==> src/rtl/muldiv_pkg.sv <==
// muldiv_pkg: shared op/state encodings and operand-signedness helpers for the RV32M unit
package muldiv_pkg;
    typedef enum logic [2:0] {
        OP_MUL    = 3'b000,
        OP_MULH   = 3'b001,
        OP_MULHSU = 3'b010,
        OP_MULHU  = 3'b011,
        OP_DIV    = 3'b100,
        OP_DIVU   = 3'b101,
        OP_REM    = 3'b110,
        OP_REMU   = 3'b111
    } muldiv_op_e;
    typedef enum logic [1:0] {IDLE, CALC, DONE} muldiv_state_e;
    function automatic logic is_signed_a(muldiv_op_e op);
        return op inside {OP_MUL, OP_MULH, OP_MULHSU, OP_DIV, OP_REM};
    endfunction
    function automatic logic is_signed_b(muldiv_op_e op);
        return op inside {OP_MUL, OP_MULH, OP_DIV, OP_REM};
    endfunction
endpackage

==> src/rtl/muldiv_if.sv <==
// muldiv_if: request/response bundle between the datapath and the multiply/divide unit
interface muldiv_if #(parameter int WIDTH = 32);
    logic             start;
    logic [2:0]       op;
    logic [WIDTH-1:0] a;
    logic [WIDTH-1:0] b;
    logic             flush;
    logic             busy;
    logic             valid;
    logic [WIDTH-1:0] result;
    modport master(output start, op, a, b, flush, input busy, valid, result);
    modport slave(input start, op, a, b, flush, output busy, valid, result);
endinterface

==> src/rtl/muldiv_core.sv <==
// muldiv_core: unsigned iterative shift-add multiplier / restoring divider
// After the last step {hi,lo} is the product, or hi=remainder and lo=quotient.
module muldiv_core #(
    parameter int WIDTH          = 32,
    parameter int BITS_PER_CYCLE = 1
) (
    input  logic             clk,
    input  logic             rst,
    input  logic             load,
    input  logic             step,
    input  logic             is_div,
    input  logic [WIDTH-1:0] a_in,
    input  logic [WIDTH-1:0] b_in,
    output logic [WIDTH-1:0] hi_nx,
    output logic [WIDTH-1:0] lo_nx
);
    logic [WIDTH-1:0] hi_q, hi_d, lo_q, lo_d, md_q, md_d;
    logic [WIDTH:0]   t;
    always_comb begin
        hi_nx = hi_q;
        lo_nx = lo_q;
        t = '0;
        for (int i = 0; i < BITS_PER_CYCLE; i++) begin
            if (is_div) begin
                // t[WIDTH] set means the trial subtraction went negative: restore
                t = {hi_nx, lo_nx[WIDTH-1]} - {1'b0, md_q};
                hi_nx = t[WIDTH] ? {hi_nx[WIDTH-2:0], lo_nx[WIDTH-1]} : t[WIDTH-1:0];
                lo_nx = {lo_nx[WIDTH-2:0], ~t[WIDTH]};
            end else begin
                t = {1'b0, hi_nx} + (lo_nx[0] ? {1'b0, md_q} : '0);
                hi_nx = t[WIDTH:1];
                lo_nx = {t[0], lo_nx[WIDTH-1:1]};
            end
        end
    end
    assign hi_d = load ? '0 : step ? hi_nx : hi_q;
    assign lo_d = load ? a_in : step ? lo_nx : lo_q;
    assign md_d = load ? b_in : md_q;
    always_ff @(posedge clk or negedge rst) begin
        if (!rst) begin
            hi_q <= '0;
            lo_q <= '0;
            md_q <= '0;
        end else begin
            hi_q <= hi_d;
            lo_q <= lo_d;
            md_q <= md_d;
        end
    end
endmodule

==> src/rtl/muldiv_unit.sv <==
// muldiv_unit: RV32M multiply/divide with FSM, sign handling and single-cycle special cases
module muldiv_unit
    import muldiv_pkg::*;
#(
    parameter int WIDTH          = 32,
    parameter int BITS_PER_CYCLE = 1
) (
    input logic     clk,
    input logic     rst,
    muldiv_if.slave bus
);
    localparam int ITER = WIDTH / BITS_PER_CYCLE;
    localparam int CW   = $clog2(ITER + 1);
    muldiv_state_e      state_q, state_d;
    muldiv_op_e         op_q, op_d, op_in;
    logic [CW-1:0]      cnt_q, cnt_d;
    logic               neg_q, neg_d;
    logic [WIDTH-1:0]   result_q, result_d;
    logic               sa, sb, div0, ovf, load, step;
    logic [WIDTH-1:0]   a_mag, b_mag, hi_nx, lo_nx, spec, quo, rem, fin;
    logic [2*WIDTH-1:0] prod;
    assign op_in = muldiv_op_e'(bus.op);
    assign sa    = is_signed_a(op_in) & bus.a[WIDTH-1];
    assign sb    = is_signed_b(op_in) & bus.b[WIDTH-1];
    assign a_mag = sa ? -bus.a : bus.a;
    assign b_mag = sb ? -bus.b : bus.b;
    assign div0  = bus.op[2] && bus.b == '0;
    assign ovf   = bus.op[2] && !bus.op[0] && bus.a == {1'b1, {(WIDTH-1){1'b0}}} && &bus.b;
    assign spec  = div0 ? (bus.op[1] ? bus.a : '1) : (bus.op[1] ? '0 : bus.a);
    // Magnitudes are computed first; the sign is re-applied on the final step
    assign prod  = neg_q ? -{hi_nx, lo_nx} : {hi_nx, lo_nx};
    assign quo   = neg_q ? -lo_nx : lo_nx;
    assign rem   = neg_q ? -hi_nx : hi_nx;
    assign fin   = op_q[2] ? (op_q[1] ? rem : quo) :
                   (op_q == OP_MUL ? prod[WIDTH-1:0] : prod[2*WIDTH-1:WIDTH]);
    muldiv_core #(.WIDTH(WIDTH), .BITS_PER_CYCLE(BITS_PER_CYCLE)) u_core (
        .clk(clk), .rst(rst), .load(load), .step(step), .is_div(op_q[2]),
        .a_in(a_mag), .b_in(b_mag), .hi_nx(hi_nx), .lo_nx(lo_nx)
    );
    always_comb begin
        state_d  = state_q;
        op_d     = op_q;
        cnt_d    = cnt_q;
        neg_d    = neg_q;
        result_d = result_q;
        load     = 1'b0;
        step     = 1'b0;
        case (state_q)
            IDLE: if (bus.start && !bus.flush) begin
                op_d     = op_in;
                neg_d    = (op_in[2] && op_in[1]) ? sa : sa ^ sb;
                load     = !(div0 || ovf);
                cnt_d    = CW'(ITER);
                state_d  = (div0 || ovf) ? DONE : CALC;
                result_d = (div0 || ovf) ? spec : result_q;
            end
            CALC: begin
                step     = 1'b1;
                cnt_d    = cnt_q - CW'(1);
                state_d  = cnt_q == CW'(1) ? DONE : CALC;
                result_d = cnt_q == CW'(1) ? fin : result_q;
            end
            default: state_d = IDLE;
        endcase
        if (bus.flush) begin
            state_d  = IDLE;
            result_d = result_q;
        end
    end
    always_ff @(posedge clk or negedge rst) begin
        if (!rst) begin
            state_q  <= IDLE;
            op_q     <= OP_MUL;
            cnt_q    <= '0;
            neg_q    <= 1'b0;
            result_q <= '0;
        end else begin
            state_q  <= state_d;
            op_q     <= op_d;
            cnt_q    <= cnt_d;
            neg_q    <= neg_d;
            result_q <= result_d;
        end
    end
    assign bus.busy   = state_q != IDLE;
    assign bus.valid  = state_q == DONE;
    assign bus.result = result_q;
endmodule

==> src/flat_wrapper.sv <==
// flat-port wrapper written by rule: the top's interface ports become plain ports
module muldiv_unit_flat import muldiv_pkg::*;
#(
    parameter int WIDTH          = 32,
    parameter int BITS_PER_CYCLE = 1
)
  (clk, rst, bus_start, bus_op, bus_a, bus_b, bus_flush, bus_busy, bus_valid, bus_result);
  muldiv_if #(.WIDTH(WIDTH)) bus_i ();
  input logic clk;
  input logic rst;
  input wire logic [$bits(bus_i.start)-1:0] bus_start;
  input wire logic [$bits(bus_i.op)-1:0] bus_op;
  input wire logic [$bits(bus_i.a)-1:0] bus_a;
  input wire logic [$bits(bus_i.b)-1:0] bus_b;
  input wire logic [$bits(bus_i.flush)-1:0] bus_flush;
  output wire logic [$bits(bus_i.busy)-1:0] bus_busy;
  output wire logic [$bits(bus_i.valid)-1:0] bus_valid;
  output wire logic [$bits(bus_i.result)-1:0] bus_result;
  assign bus_i.start = bus_start;
  assign bus_i.op = bus_op;
  assign bus_i.a = bus_a;
  assign bus_i.b = bus_b;
  assign bus_i.flush = bus_flush;
  assign bus_busy = bus_i.busy;
  assign bus_valid = bus_i.valid;
  assign bus_result = bus_i.result;
  muldiv_unit #(.WIDTH(WIDTH), .BITS_PER_CYCLE(BITS_PER_CYCLE)) u_core (.clk(clk), .rst(rst), .bus(bus_i));
endmodule
==> config.mk <==
export PLATFORM = sky130hd
export DESIGN_NAME = muldiv_unit_flat
export DESIGN_NICKNAME = d
export VERILOG_FILES = /design/src/rtl/muldiv_pkg.sv /design/src/rtl/muldiv_if.sv /design/src/rtl/muldiv_core.sv /design/src/rtl/muldiv_unit.sv /design/src/flat_wrapper.sv
export SDC_FILE = /design/constraint.sdc
export NUM_CORES = 1
export LEC_CHECK = 0
export CAP_MARGIN = 10
export CELL_PAD_IN_SITES_DETAIL_PLACEMENT = 1
export CELL_PAD_IN_SITES_GLOBAL_PLACEMENT = 2
export CORE_MARGIN = 3
export CORE_UTILIZATION = 32
export CTS_CLUSTER_DIAMETER = 30
export DETAILED_ROUTE_END_ITERATION = 16
export GPL_TIMING_DRIVEN = 0
export MAX_ROUTING_LAYER = met4
export PLACE_DENSITY_LB_ADDON = 0.1
export SYNTH_ARGS = -nofsm -noshare
export SYNTH_HDL_FRONTEND = slang
export SYNTH_SLANG_ARGS = --single-unit
export TNS_END_PERCENT = 1
==> constraint.sdc <==
create_clock -name clk -period 5.02 [get_ports clk]
set_input_delay 1.004 -clock clk [delete_from_list [all_inputs] [get_ports clk]]
set_output_delay 1.004 -clock clk [all_outputs]
set_load 0.005 [all_outputs]
# Yosys cells after proc, flatten, opt, wreduce, memory -nomap -nowiden

Cells that the tools add are included.

Output and inout port bits: 34
Logic and storage cells: 90
Flip-flop bits (word level): 140

$add $sub $neg: 8
Equal/unequal tests: 12
Reduce and logical (&&, ||, !) cells: 23
Mux-type cells: 34
Bitwise gates (word level): 5

Operators with widths:

| kind                 | count |
|---|---|
| $mux 32              | 21 |
| $neg 32->32          | 4 |
| $mux 64              | 1 |
| $neg 64->64          | 1 |
| $pmux 32 s2          | 1 |
| $add 32x32->33       | 1 |
| $sub 33x32->33       | 1 |
| $eq 32x32->1 const B | 1 |
| $logic_not 32->1     | 1 |
| $reduce_and 32->1    | 1 |
| $pmux 6 s2           | 1 |
| $mux 2               | 4 |
| $eq 3x3->1 const B   | 2 |
| $eq 6x1->1 const B   | 1 |
| $logic_and 1x1->1    | 6 |
| $logic_not 3->1      | 2 |
| $mux 6               | 1 |
| $ne 2x1->1 const B   | 3 |
| $reduce_bool 2->1    | 3 |
| $sub 6x1->6 const B  | 1 |
| $reduce_and 5->1     | 1 |
| $reduce_bool 5->1    | 1 |
| $mux 1               | 4 |
| $pmux 2 s2           | 1 |
| 13 further kinds     | 18 |

# Longest topological paths before layout

Gate-level depths: netlist of run 1.

Depth in word-level cells: 9
Depth in mapped cells: 23
Gate-level depth less buffers: 22

# Hierarchy

From an unflattened synthesis of run 1, not the netlist that was laid out.

Cell total of the unflattened synthesis: 2015
Area total of the unflattened synthesis: 15437.3 sq um

Modules (own cells, without submodules):

| module      | seq. area each (sq um) | times used | area each (sq um) | cells each |
|---|---|---|---|---|
| muldiv_core | 2402.3                 | 1          | 8603.3            | 1032 |
| muldiv_unit | 1101.1                 | 1          | 6834.1            | 983 |

# Least setup slack after synthesis of run 1

OpenSTA, ideal clock, no wires.

Path type: register to register
Start: reg u_core.u_core.lo_q[31]
End: reg u_core.result_q[28], in the netlist u_core.bus.result[28]
Library setup time: 0.131 ns
Path buffers: 2
Stages on the path, launching flop included: 22
Data arrival time: 4.632 ns
Period minus slack after synthesis: 4.764 ns
Slack: 0.256 ns
Cell sequence: dfrtp_1 inv_1 ha_1 fa_1 nand2b_1 a21oi_1 o2111ai_1 o211a_2 a21oi_4 nor2_1 buf_4 clkbuf_1 o21ai_0 a21o_1 ha_1 o2111ai_1 nor4_1 nand2_1 or4_1 o21ba_1 o21ai_1 a31oi_1

Cells in the longest elaborated chain, start to end: 9
Elaborated cells between the ends (all ways): 16

Ends and longest elaborated chain:

| what                                      | line                                 | RTL |
|---|---|---|
| start: declaration                        | muldiv_core.sv:17                    | `logic [WIDTH-1:0] hi_q, hi_d, lo_q, lo_d, md_q, md_d;` |
| start signal: assignment                  | muldiv_core.sv:46                    | `lo_q <= lo_d;` |
| $sub 33x32->33                            | muldiv_core.sv:26                    | `t = {hi_nx, lo_nx[WIDTH-1]} - {1'b0, md_q};` |
| $mux 32 or $not 1->1 (tied branches)      | muldiv_core.sv:27, muldiv_core.sv:28 |  |
| $mux 32                                   | muldiv_core.sv:24                    | `if (is_div) begin` |
| $neg 64->64, or another cell as far along | muldiv_unit.sv:31                    | `assign prod = neg_q ? -{hi_nx, lo_nx} : {hi_nx, lo_nx};` |
| $mux 64, or another cell as far along     | muldiv_unit.sv:31                    |  |
| $mux 32 (on tied branches)                | muldiv_unit.sv:35, muldiv_unit.sv:34 |  |
| $mux 32 *                                 | muldiv_unit.sv:34                    | `assign fin = op_q[2] ? (op_q[1] ? rem : quo) :` |
| $mux 32 *                                 | muldiv_unit.sv:61                    | `result_d = cnt_q == CW'(1) ? fin : result_q;` |
| $pmux 32 s2 *                             | muldiv_unit.sv:48                    | `case (state_q)` |
| end signal: assignment                    | muldiv_unit.sv:82                    | `result_q <= result_d;` |
| end: declaration                          | muldiv_unit.sv:18                    | `logic [WIDTH-1:0] result_q, result_d;` |

Mark *: on every way between the ends. The rest lies on a longest branch, timed or not. The select of a mux whose other input is x is not followed.
A chain may end at the register's enable or synchronous reset.

# Worst setup path after layout of run 1

Start: reg u_core.op_q[2]
End: reg u_core.result_q[26], in the netlist u_core.bus.result[26]

Cells in the longest elaborated chain, start to end: 7
Elaborated cells between the ends (all ways): 14

Ends and longest elaborated chain:

| what                                      | line                                 | RTL |
|---|---|---|
| start: declaration                        | muldiv_unit.sv:15                    | `muldiv_op_e op_q, op_d, op_in;` |
| start signal: assignment                  | muldiv_unit.sv:79                    | `op_q <= op_d;` |
| $mux 32                                   | muldiv_core.sv:24                    |  |
| $neg 64->64, or another cell as far along | muldiv_unit.sv:31                    |  |
| $mux 64, or another cell as far along     | muldiv_unit.sv:31                    |  |
| $mux 32 (on tied branches)                | muldiv_unit.sv:35, muldiv_unit.sv:34 |  |
| $mux 32 *                                 | muldiv_unit.sv:34                    |  |
| $mux 32 *                                 | muldiv_unit.sv:61                    |  |
| $pmux 32 s2 *                             | muldiv_unit.sv:48                    |  |

Marked as above.

==> results.md, run 1 <==
Critical path:
- The reg-to-reg endpoint is u_core.bus.result[26].
- The critical path startpoint category is a flip-flop.
- The top cell family by delay on the critical path is buffers and inverters.
- The most numerous cell on the critical path is sky130_fd_sc_hd__buf_4.
- The critical path is of the flip-flop to flip-flop type.
- The buffers plus inverters on the worst setup path is 9.
- The endpoint class of the critical path is a flip-flop.
- At the worst endpoint, the arrival time is 5.48 ns.
- Walking the worst path, the cells encountered are buf_2, buf_4, buf_4, buf_6, buf_4, buf_4, buf_6, buf_4, buf_6, a21o_1, ha_4, o2111ai_4, or4_4, or4_4, or4_1, a31oi_1.
- Data on the critical path is required at its endpoint by 5.42 ns.
- The launch point of the worst reg-to-reg path is u_core.op_q[2].
- The largest individual stage delay along the critical path comes from the cell sky130_fd_sc_hd__or4_4.
- The register-to-register path setup slack is -0.06 ns.
- Along the worst path, the maximum fanout reaches 10.
- The stage delay of the slowest cell on the critical path is 0.54 ns.
- The worst register-to-register path has a depth of 16.

Clock tree:
- The maximum clock path buffer count is 2.
- Counting the buffers created by CTS gives 17.
- The post-cts hold buffer count is 0.
- Clock-pin slew was measured on the worst setup and hold paths at 0.07 ns.
- The H-tree was split into 4 levels.
- The clock latency on the worst-skew pair is 0.50 ns.
- The TritonCTS clock tree is done.
- CTS placed an instance of sky130_fd_sc_hd__clkbuf_16 at the clock tree root.
- Clock tree synthesis found a total of 140 sinks.

STA:
- The worst-case setup margin in the final layout is -0.0631 ns.
- Setup repair after global routing could not meet its margin everywhere.
- The setup clock skew after layout is 0.0160 ns.
- The routed design could run at a clock period as short as around 5.1 ns.
- Setup violations remaining at the end of the flow were counted as 2.
- The number of pins with negative max-slew slack in the final report was 0.
- The actual transition at the worst max-transition pin is 1.18 ns.
- The maximum clock frequency is 197 MHz.
- The worst slew margin relative to its limit is about a fifth.
- The worst path uses 101% of the clock period.
- The count of final hold-check violations is 0.
- The tightest hold path in the finished design has a slack of 0.480 ns.

Drt:
- The detailed router placed 18660 vias in this run.
- The routed wire length is a little under 90000 microns.
- The remaining design rule violation count is 0.
- The count of nets left with antenna violations after detail routing is 0.
- The number of detailed-route iterations in the first pass is 6.
- The count of routing violations after the opening detailed-route iteration is 1872.
- The number of vias per cell after detailed routing is 6.21.
- In the final routed layout, each cell accounts on average for 29.6 microns.

Synth:
- The synthesized flop and latch total is 140.
- The per-instance average area after synthesis is 7.36 sq um.
- After technology mapping, the gate count stands at 2154.
- During synthesis, Yosys emitted a total of 0 warnings.
- Synthesis produced a netlist with a net count of 2298.
- The number of flops mapped to enable cells by yosys is 0.
- The library cell with the largest summed area after synthesis is sky130_fd_sc_hd__dfrtp_1.
- The proportion of synthesized chip area in sequential cells is 22.1%.
- After synthesis, the netlist uses 98 different library cells.
- The post-synthesis cell area is 15800 sq um.
- For this run, asynchronously set or reset flops after synthesis account for 100%.
- Summed over its instances, the top area cell type makes up 22.1% of the synthesized netlist area.
- After synthesis, the cell types taking the most area are sky130_fd_sc_hd__dfrtp_1 (22%), sky130_fd_sc_hd__o21ai_0 (6.8%), sky130_fd_sc_hd__nand2_1 (6.3%), sky130_fd_sc_hd__a21oi_1 (5.8%), sky130_fd_sc_hd__ha_1 (5.6%).
- The most used flip-flop cell after synthesis is sky130_fd_sc_hd__dfrtp_1.

Layout:
- Summing all flip-flop and latch instances after layout gives about 3500 sq um.
- In the final layout, the multi-input gates occupy 12500 sq um.
- Excluding fillers, the count of instances in the completed layout stands at 3003.
- The final instance area is 19900 sq um.
- The net count of the finished layout is 2475.
- The most common cell after layout, fill and taps aside is sky130_fd_sc_hd__nand2_1.
- Leaving out fill and tap cells, the most frequent cells in the layout are sky130_fd_sc_hd__nand2_1 (255), sky130_fd_sc_hd__o21ai_0 (204), sky130_fd_sc_hd__a21oi_1 (163), sky130_fd_sc_hd__nor2_1 (139), sky130_fd_sc_hd__dfrtp_1 (125).
- The fraction of final layout cells with drive strength greater than 1 is between 10% and 20%.
- The area growth from synthesis to layout is 25.6%.
- The number of filler cells placed in the layout is 5946.

Power and ir drop:
- Across the VDD grid, the largest voltage drop is 274 uV.
- The design draws 13.0 mW.
- Dividing total power by cell area gives a power density of 651 nW/um^2.
- The leakage power total is 7.56 nW.

Place:
- The final weighted congestion in routability-driven placement is 0.981.
- Port buffering added slightly above 100 buffers.
- The cell count after placement is 2916.
- Detailed placement ended at an HPWL of slightly above 70000 microns.
- After detailed placement, the total cell area comes to 17700 sq um.

Hold path:
- In this run the worst hold path is classified as flip-flop to flip-flop.
- The hold path endpoint is u_core.bus.result[10].
- The worst hold path was traced through 2 stages.
- The launch instance of the worst min-delay path is u_core.bus.result[10].

Die:
- The overall die height is approximately 230 microns.
- The initialized floorplan defines 80 standard-cell rows.
- The number of top-level design ports is 105.
- The die area is 52200 sq um.
- The standard cell core area is 48300 sq um.
- Once the floorplan was initialized, standard cells occupied 32.8% of the core.
- From left edge to right edge, the die measures approximately 230 microns.

Outcome:
- The flow ran to the end, but the final reports show violations.
- The checks that failed: negative setup slack.

Global route:
- In the global route stage, overall resource usage came out at 34.3%.
- The first-pass GRT wire length is 129000 microns.
- Entering global routing, the biggest net connects 73 pins.
- The initial antenna violation count is 2.
- The number of global-route vias before repair is 18320.
- The aggregate global routing overflow is 0.

Flow run:
- The number of maximum-capacitance violations is 0.
metrics by stage:
| step | TNS [ns] | util [%] | worst slack, ns |
|---|---|---|---|
| 2_1_floorplan | 0 | - | 0.256 |
| 3_3_place_gp | -548.15 | 36.6 | -3.54 |
| 3_5_place_dp | -61.76 | 36.7 | -2.20 |
| 4_1_cts | -0.243 | 39.9 | -0.0646 |
| 5_1_grt | -1.04 | 41.2 | -0.122 |
| 6_report | -0.0677 | 41.2 | -0.0631 |
report_power, final:
part | switching [mW] | internal, mW | total (mW)
registers | 0.503 | 1.49 | 1.99
logic | 6.17 | 3.43 | 9.60
clock network | 0.630 | 0.738 | 1.37
timing repair:
action                     4_1_cts  5_1_grt
cloned                           0        1
pin swaps                       31       43
buffers inserted                33       26
setup endpoints to repair       33       86
gates resized for setup        177      112
worst max path at each step:
stage | endpoint | depth (start not counted) | start
4_1_cts | u_core.bus.result[31] | 16 | u_core.u_core.lo_q[0]
3_5_place_dp | u_core.bus.result[22] | 18 | u_core.op_q[2]
3_3_place_gp | u_core.u_core.lo_q[11] | 1 | rst
5_1_grt | u_core.bus.result[26] | 18 | u_core.u_core.hi_q[17]
2_1_floorplan | u_core.bus.result[28] | 21 | u_core.u_core.lo_q[31]
6_report | u_core.bus.result[26] | 16 | u_core.op_q[2]
cells in the mapped netlist, drive strengths merged (8+ instances only):
cell	count
a2111oi	9
o211a	8
o21bai	12
o21ai	229
o2111ai	9
o311ai	8
buf	36
inv	75
ha	71
a31oi	26
nand4	33
nor4	19
o41ai	9
nor3	67
nand2	265
a21o	29
a311oi	8
clkbuf	95
o31ai	37
o211ai	28
o221ai	29
and3	9
nor2b	9
or4	15
o21a	10
or3	17
xor2	59
nand2b	22
or2	12
a221oi	9
and2	50
a211oi	28
xnor2	100
a21oi	187
mux2i	41
nand3	66
mux2	12
nor2	152
dfrtp	140
worst reg2reg max path, delay by kind of cell, from the launching register on:
kind / cells / cell delay, ns
flops: 1 / 0.33
compound gates: 3 / 0.63
simple gates: 3 / 1.48
buf+inv: 9 / 2.36
fa+ha+maj: 1 / 0.19
state kept, by name (all words and copies together), names as in the netlist:
name and count:
u_core.neg_q 1, u_core.op_q 3, u_core.u_core.hi_q 32, u_core.u_core.lo_q 32
u_core.bus.result 32, u_core.cnt_q 6, u_core.u_core.md_q 32, u_core.state_q 2
final cells by class:
type | instances | area share (%)
Antenna cell | 3 | 0.0377
Buffer | 123 | 3.14
Clock buffer | 17 | 2.14
Clock inverter | 15 | 0.817
Inverter | 76 | 1.44
Multi-Input combinational cell | 1807 | 63.0
Sequential cell | 140 | 17.7
Tap cell | 656 | 4.12
Timing Repair Buffer | 166 | 7.64
routing by layer:
| metal | global-route usage, % | wire (microns) |
|---|---|---|
| met5 | - | 0 |
| met4 | 9.00 | 2490 |
| met3 | 6.49 | 7450 |
| met2 | 49.1 | 37400 |
| met1 | 49.3 | 41700 |
cells by family after synthesis:
kind of cell	after synthesis	share of synthesized area (%)
buffers and inverters	207	5.20
flip-flops	140	22.1
AO/OA/AOI/OAI	752	30.8
XOR/XNOR	159	8.79
adder cells (fa/ha/maj)	75	5.99
multiplexers	53	3.47
AND/OR/NAND/NOR	768	23.6
No activity file was read; power rests on OpenSTA's default activity.
==> run 2, diff against run 1 <==
- CORE_UTILIZATION: 32 -> 33
- CTS_BUF_LIST: not set -> sky130_fd_sc_hd__clkbuf_8
==> run 2 against run 1 <==
Against the previous run: the run still ends with negative setup slack left; sequential share of layout area rose by 0.14 points; register-to-register slack is essentially flat; count of clock-buffer cells in the layout did not move.
==> results.md, run 2 (same netlist as run 1, synthesis figures left out) <==
Outcome:
- The flow ran to the end, but the final reports show violations.
- The checks that failed: negative setup slack.

Drt:
- The number of vias per cell after detailed routing came to 6.33 (+1.9%).
- The highest metal layer used by the detailed router is met4.
- The total number of vias is 18742 (+0.44%).
- The wire length on met1 was 41100 microns (-1.4%).
- The number of detailed-route iterations in the first pass is 5 (-1).
- The met2 wirelength from detailed routing is 38100 microns (+2.1%).
- The count of nets left with antenna violations after detail routing came to 0 (unchanged).
- The wire length on met3 is 7750 microns (+4.0%).
- The count of routing violations after the opening detailed-route iteration was 1665 (-11%).
- The remaining design rule violation count is 0 (unchanged).
- The routed wire length came to 89000 microns (about the same).
- The wire length per cell after detailed routing came to 30.1 microns (+1.5%).

STA:
- Setup repair after global routing could not meet its margin everywhere.
- The setup clock skew after layout was 0.0189 ns (+0.00292 ns).
- The actual transition at the worst max-transition pin was 1.17 ns (-0.0104 ns).
- The worst hold-check slack is 0.420 ns (-0.0606 ns).
- The number of pins with negative max-slew slack in the final report is 0 (unchanged).
- The portion of the clock cycle consumed by the worst path in the final layout is 101% (+0.12 points).
- The final-layout setup total negative slack is -0.250 ns (-0.182 ns).
- The maximum clock frequency is 196 MHz (-0.12%).
- The clock period minus worst slack came to 5.09 ns (+0.00604 ns).
- The worst slew margin relative to its limit came to 21.7% (+0.69 points).
- The count of final hold-check violations was 0 (unchanged).
- The total setup violations reported at the end of the flow is 5 (+3).
- The worst-case setup margin in the final layout was -0.0692 ns (-0.00604 ns).

Place:
- The post-placement worst setup slack is -2.21 ns (-0.0148 ns).
- The number of port buffers is 103 (unchanged).
- The cell count after placement is 2867 (-1.7%).
- The sum of net half-perimeters after detailed placement came to 71200 microns (-0.16%).
- The final weighted congestion in routability-driven placement is 0.983 (+0.23%).

Clock tree:
- The cell sitting at the root of the clock tree is a sky130_fd_sc_hd__clkbuf_8.
- The clock latency on the worst-skew pair is 0.57 ns (+0.07 ns).
- The post-CTS clock slew at the launch and capture registers of the worst setup and hold paths is 0.10 ns (+0.03 ns).
- The number of clock buffers inserted by TritonCTS is 17 (unchanged).
- The maximum clock path buffer count was 2 (unchanged).
- The depth of the CTS H-tree is 4 (unchanged).
- The post-cts hold buffer count is 0 (unchanged).
- The clock net sink count is 140 (unchanged).
- The TritonCTS clock tree is done.

Die:
- The standard cell core area was 47000 sq um (-2.9%).
- The floorplan row count is 79 (-1.3%).
- The width of the chip is 225 microns (-1.5%).
- The overall die height was 225 microns (-1.5%).
- The die area is 50700 sq um (-2.9%).
- The number of top-level design ports is 105 (unchanged).
- The effective utilization at floorplan was 33.8% (+0.97 points).

Power and ir drop:
- The power per standard cell area was 644 nW/um^2 (-1.1%).
- The leakage power total came to 7.51 nW (-0.65%).
- The maximum vdd ir drop is 255 uV (-7.0%).
- The overall power of the completed layout is 12.7 mW (-1.8%).

Global route:
- The total track usage is 35.9% (+1.6 points).
- The first-pass GRT wire length is 129000 microns (+0.28%).
- The aggregate global routing overflow came to 0 (unchanged).
- The number of global-route vias before repair is 18479 (+0.87%).
- The pin count of the biggest net entering global routing was 79 (+8.2%).
- The initial antenna violation count is 7 (+5).

Critical path:
- The critical path startpoint category is a flip-flop.
- The highest fanout seen on the critical path was 10 (unchanged).
- The required time at the worst-slack endpoint is 5.45 ns (+0.03 ns).
- The worst setup path is captured at a flip-flop.
- The critical path is of the flip-flop to flip-flop type.
- The critical path data arrival time is 5.52 ns (+0.04 ns).

Layout:
- The area taken by flip-flops and latches was 3520 sq um (about the same).
- The most common cell after layout, fill and taps aside is sky130_fd_sc_hd__nand2_1.
- The area growth from synthesis to layout is 24.7%.
- Leaving out fill and tap cells, the most frequent cells in the layout are sky130_fd_sc_hd__nand2_1 (255), sky130_fd_sc_hd__o21ai_0 (202), sky130_fd_sc_hd__a21oi_1 (161), sky130_fd_sc_hd__nor2_1 (142), sky130_fd_sc_hd__dfrtp_1 (124).
- The combined area of the multi-input logic cells is 12600 sq um (+0.21%).
- The net count of the finished layout is 2480 (+0.20%).
- The non-filler instance count after layout came to 2959 (-1.5%).
- The fraction of final layout cells with drive strength greater than 1 is 15.3% (+0.27 points).
- The number of filler cells placed in the layout is 5712 (-3.9%).

Hold path:
- The path class of the lowest-slack min-delay path is input pin to asynchronous set/reset pin.

Flow run:
- The number of maximum-capacitance violations is 0 (unchanged).
## run 2: cell types whose count changed in the layout (fill, tap and decap cells not counted), sizes merged
cell,before,now
bufinv,2,3
clkinvlp,3,1
buf,102,109
clkbuf,102,100
clkinv,5,7
inv,81,80
## run 2: layout make-up
cell class	instances	share of cell area [%]
tap	607	3.84
buffer	121	3.13
inverter	76	1.45
sequential	140	17.8
clock inverter	15	0.886
timing repair buffer	173	8.05
antenna	3	0.0380
multi-input combinational	1807	63.6
clock buffer	17	1.18
## run 2: routing by layer
metal	vias to the layer above	track usage, %
met5	-	-
met3	118	7.05
met4	0	8.45
met2	751	52.4
li1	8333	-
met1	9540	51.1
## run 2: critical path: stages, from the launching register on
cell                        delay, ns
sky130_fd_sc_hd__dfrtp_2         0.45
sky130_fd_sc_hd__ha_1            0.28
sky130_fd_sc_hd__clkbuf_4        0.17
sky130_fd_sc_hd__nand4_1         0.21
sky130_fd_sc_hd__nor3_4          0.30
sky130_fd_sc_hd__nand2_1         0.17
sky130_fd_sc_hd__o211a_4         0.31
sky130_fd_sc_hd__a21oi_4         0.27
sky130_fd_sc_hd__nor2_4          0.07
sky130_fd_sc_hd__buf_6           0.17
sky130_fd_sc_hd__clkbuf_8        0.19
sky130_fd_sc_hd__o21ai_1         0.14
sky130_fd_sc_hd__a21o_1          0.20
sky130_fd_sc_hd__ha_4            0.18
sky130_fd_sc_hd__o2111ai_4       0.18
sky130_fd_sc_hd__nor4_4          0.41
sky130_fd_sc_hd__nand2_2         0.19
sky130_fd_sc_hd__or4_4           0.61
sky130_fd_sc_hd__o21ba_1         0.20
sky130_fd_sc_hd__o21ai_1         0.14
sky130_fd_sc_hd__a31oi_1         0.10
## run 2: power by group
group          internal (mW)  leakage (nW)  switching [mW]
Combinational           3.51          5.51            6.21
Sequential              1.49          1.78           0.490
Clock                  0.490         0.214           0.549
## run 2: metrics by stage
step,cell area [sq um],util [%]
final,19800,42.1
after global routing,19800,42.1
after CTS,19200,40.8
after detailed placement,17700,37.6
after global placement,17600,37.6
after floorplan,15800,-
## run 2: final timing paths
check | startpoint | end | slack (ns) | depth (start not counted)
worst min register to register | u_core.cnt_q[5] | u_core.cnt_q[5] | 0.49 | 1
worst max-delay path | u_core.u_core.hi_q[29] | u_core.bus.result[28] | -0.07 | 20
worst max register to register | u_core.u_core.hi_q[29] | u_core.bus.result[28] | -0.07 | 20
worst min-delay path | rst | u_core.u_core.md_q[27] | 0.42 | 1
max in group asynchronous | rst | u_core.u_core.md_q[29] | 3.61 | 2
min in group clk | u_core.cnt_q[5] | u_core.cnt_q[5] | 0.49 | 1
## run 2: timing repair
item | in CTS | in global routing
endpoints found under the setup margin | 32 | 51
buffers inserted | 35 | 32
gates resized for setup | 201 | 93
pin swaps | 32 | 42
==> run 3, diff against run 2 <==
- CORE_UTILIZATION: 33 -> 39
- CTS_CLUSTER_DIAMETER: 30 -> 100
- HOLD_SLACK_MARGIN: not set -> 0.15
- clock period: 5.02 -> 6.1 ns (I/O delays scaled with it)
==> run 3 against run 2 <==
Against the previous run: the flow now finishes without violations; clock power barely moved; fmax decreased by 15%; critical path depth unchanged; first-iteration DRC count grew 33%; sequential power shrank 18%; final area is 7.6% lower; die area shrank 15%; largest power group unchanged.
==> results.md, run 3 (same netlist as run 1, synthesis figures left out) <==
Outcome:
- The flow ran to the end, and the final reports show no timing, DRC or antenna violations.

Global route:
- The first-pass GRT wire length is 123000 microns (-5.0%).
- The total track usage is 38.9% (+3.0 points).
- The aggregate global routing overflow is 0 (unchanged).
- The initial antenna violation count is 7 (unchanged).
- The pin count of the biggest net entering global routing was 83 (+5.1%).
- The number of global-route vias before repair is 18550 (+0.38%).

STA:
- Setup repair after global routing could not meet its margin everywhere.
- The worst slew margin relative to its limit came to 11.2% (-11 points).
- The maximum clock frequency is 166 MHz (-15%).
- The total setup violations reported at the end of the flow is 0 (-5).
- The worst hold-check slack came to 0.487 ns (+0.0671 ns).
- The number of pins with negative max-slew slack in the final report is 0 (unchanged).
- The portion of the clock cycle consumed by the worst path in the final layout came to 98.6% (-2.8 points).
- The final-layout setup total negative slack came to 0 ns (+0.250 ns).
- The count of final hold-check violations came to 0 (unchanged).
- The setup clock skew after layout was 0.0207 ns (+0.00176 ns).
- The worst-case setup margin in the final layout is 0.0869 ns (+0.156 ns).
- The actual transition at the worst max-transition pin is 1.32 ns (+0.149 ns).
- The clock period minus worst slack was 6.01 ns (+0.924 ns).

Die:
- The standard cell core area is 39900 sq um (-15%).
- The die area is 43100 sq um (-15%).
- The floorplan row count is 73 (-7.6%).
- The overall die height is 208 microns (-7.8%).
- The number of top-level design ports is 105 (unchanged).
- The effective utilization at floorplan is 39.7% (+6.0 points).
- The width of the chip is 208 microns (-7.8%).

Clock tree:
- The depth of the CTS H-tree was 4 (unchanged).
- In this run the clock root is driven by a sky130_fd_sc_hd__clkbuf_8.
- TritonCTS built the clock tree.
- The post-CTS clock slew at the launch and capture registers of the worst setup and hold paths is 0.10 ns (about the same).
- The clock net sink count is 140 (unchanged).
- The number of clock buffers inserted by TritonCTS is 17 (unchanged).
- The maximum clock path buffer count is 2 (unchanged).
- The clock latency on the worst-skew pair came to 0.53 ns (-0.04 ns).

Drt:
- The routed wire length was 83900 microns (-5.7%).
- The total number of vias is 18899 (+0.84%).
- The remaining design rule violation count is 0 (unchanged).
- The count of nets left with antenna violations after detail routing is 0 (unchanged).
- The wire length per cell after detailed routing was 29.7 microns (-1.3%).
- The count of routing violations after the opening detailed-route iteration is 2219 (+33%).
- The number of vias per cell after detailed routing was 6.69 (+5.6%).
- The number of detailed-route iterations in the first pass came to 6 (+1).

Critical path:
- The startpoint of the worst setup timing path is u_core.op_q[2].
- The required time at the worst-slack endpoint is 6.54 ns (+1.09 ns).
- The register-to-register path setup slack is 0.09 ns (+0.16 ns).
- In this run the critical register-to-register path is launched from u_core.op_q[2].
- The highest fanout seen on the critical path came to 10 (unchanged).
- Following the worst setup path forward leads to its endpoint at u_core.bus.result[22].
- The number of cell instances on the worst register-to-register path was 20 (unchanged).
- The critical path class is flip-flop to flip-flop.
- STA classifies the critical path startpoint as a flip-flop.
- The endpoint identified for the worst register-to-register timing path is u_core.bus.result[22].
- The worst setup path is captured at a flip-flop.
- The critical path data arrival time is 6.45 ns (+0.93 ns).

Power and ir drop:
- The power per standard cell area is 526 nW/um^2 (-18%).
- The maximum vdd ir drop came to 198 uV (-22%).
- The leakage power total is 7.12 nW (-5.1%).

Hold path:
- The path class of the lowest-slack min-delay path is flip-flop to flip-flop.

Flow run:
- The number of maximum-capacitance violations is 0 (unchanged).

Layout:
- Leaving out fill and tap cells, the most frequent cells in the layout are sky130_fd_sc_hd__nand2_1 (263), sky130_fd_sc_hd__o21ai_0 (213), sky130_fd_sc_hd__a21oi_1 (178), sky130_fd_sc_hd__nor2_1 (150), sky130_fd_sc_hd__dfrtp_1 (139).
- The share of the core filled with cells came to 45.8% (+3.7 points).
- Leaving out fill and tap cells, the most frequent cell in the layout is sky130_fd_sc_hd__nand2_1.
- The final instance area is 18300 sq um (-7.6%).
- The area growth from synthesis to layout is 15.3%.
- The number of filler cells placed in the layout is 5078 (-11%).
- The fraction of final layout cells with drive strength greater than 1 is 6.74% (-8.6 points).
- The net count of the finished layout is 2431 (-2.0%).

Place:
- The post-placement worst setup slack is -0.957 ns (+1.25 ns).
- The final weighted congestion in routability-driven placement is 1.02 (+3.8%).
- The post-detailed-placement cell area is 17600 sq um (-0.61%).
- The number of port buffers was 103 (unchanged).
- The sum of net half-perimeters after detailed placement came to 67400 microns (-5.4%).
run 3: changes by cell type in the layout (fill, tap and decap cells not counted), sizes merged:
cell and change:
bufinv +3, clkinvlp +1, inv +1, diode -2, clkinv -5, buf -61, clkbuf +12
run 3: worst max-delay path, cell delays in order, from the launching register on:
cell and delay [ns]:
sky130_fd_sc_hd__dfrtp_1 0.35, sky130_fd_sc_hd__buf_2 0.26, sky130_fd_sc_hd__buf_2 0.32, sky130_fd_sc_hd__buf_2 0.39
sky130_fd_sc_hd__buf_4 0.33, sky130_fd_sc_hd__buf_2 0.34, sky130_fd_sc_hd__buf_2 0.33, sky130_fd_sc_hd__clkbuf_4 0.37
sky130_fd_sc_hd__buf_4 0.31, sky130_fd_sc_hd__buf_4 0.32, sky130_fd_sc_hd__a21o_1 0.30, sky130_fd_sc_hd__ha_2 0.28
sky130_fd_sc_hd__o2111ai_2 0.24, sky130_fd_sc_hd__nor4_4 0.44, sky130_fd_sc_hd__buf_4 0.18, sky130_fd_sc_hd__nand4_1 0.09
sky130_fd_sc_hd__buf_4 0.22, sky130_fd_sc_hd__o31ai_1 0.33, sky130_fd_sc_hd__xnor2_1 0.18, sky130_fd_sc_hd__a21oi_1 0.12
sky130_fd_sc_hd__o31ai_1 0.22
run 3: final cells by class:
type	instances	area, sq um	share of cell area, %
Sequential cell	140	3500	19.2
Inverter	76	289	1.58
Timing Repair Buffer	114	1130	6.20
Multi-Input combinational cell	1807	11600	63.7
Antenna cell	1	2.50	0.0137
Tap cell	525	657	3.60
Clock inverter	15	256	1.40
Buffer	131	553	3.03
Clock buffer	17	234	1.28
run 3: how the worst min path moves through the flow:
stage / from / endpoint / slack, ns / cells after the start
after floorplan: u_core.cnt_q[5] / u_core.cnt_q[5] / 0.45 / 1
after global routing: u_core.cnt_q[5] / u_core.cnt_q[5] / 0.53 / 1
after global placement: u_core.cnt_q[5] / u_core.cnt_q[5] / 0.46 / 1
after detailed placement: u_core.cnt_q[5] / u_core.cnt_q[5] / 0.47 / 1
after CTS: u_core.cnt_q[5] / u_core.cnt_q[5] / 0.48 / 1
final: u_core.cnt_q[5] / u_core.cnt_q[5] / 0.49 / 1
run 3: repair_timing:
item                                    4_1_cts  5_1_grt
gates resized for setup                      15       29
buffers inserted                              0        9
gates cloned                                  0        0
endpoints found under the setup margin       16       18
hold buffers                                  0        0
pin swaps                                     0        7
hold endpoints to repair                      0        0
run 3: report_power, final:
| part | total (mW) | internal (mW) | switching (mW) |
|---|---|---|---|
| combinational | 6.95 | 2.31 | 4.64 |
| clock | 1.02 | 0.537 | 0.483 |
| sequential | 1.63 | 1.22 | 0.415 |
| total | 9.60 | 4.07 | 5.54 |
run 3: through the flow:
| step | cells | total power, mW |
|---|---|---|
| after global routing | 2826 | 10.1 |
| after floorplan | 2154 | 5.76 |
| after global placement | 2782 | 8.00 |
| after detailed placement | 2784 | 8.14 |
| after CTS | 2816 | 9.22 |
| final | 2826 | 9.60 |
run 3: routing by layer:
metal / track usage (%) / vias to the layer above / wire length (microns)
met5: - / - / 0
met4: 10.7 / 0 / 2120
met3: 7.39 / 154 / 8140
met2: 56.7 / 959 / 35800
met1: 55.0 / 9567 / 37800
li1: - / 8219 / -
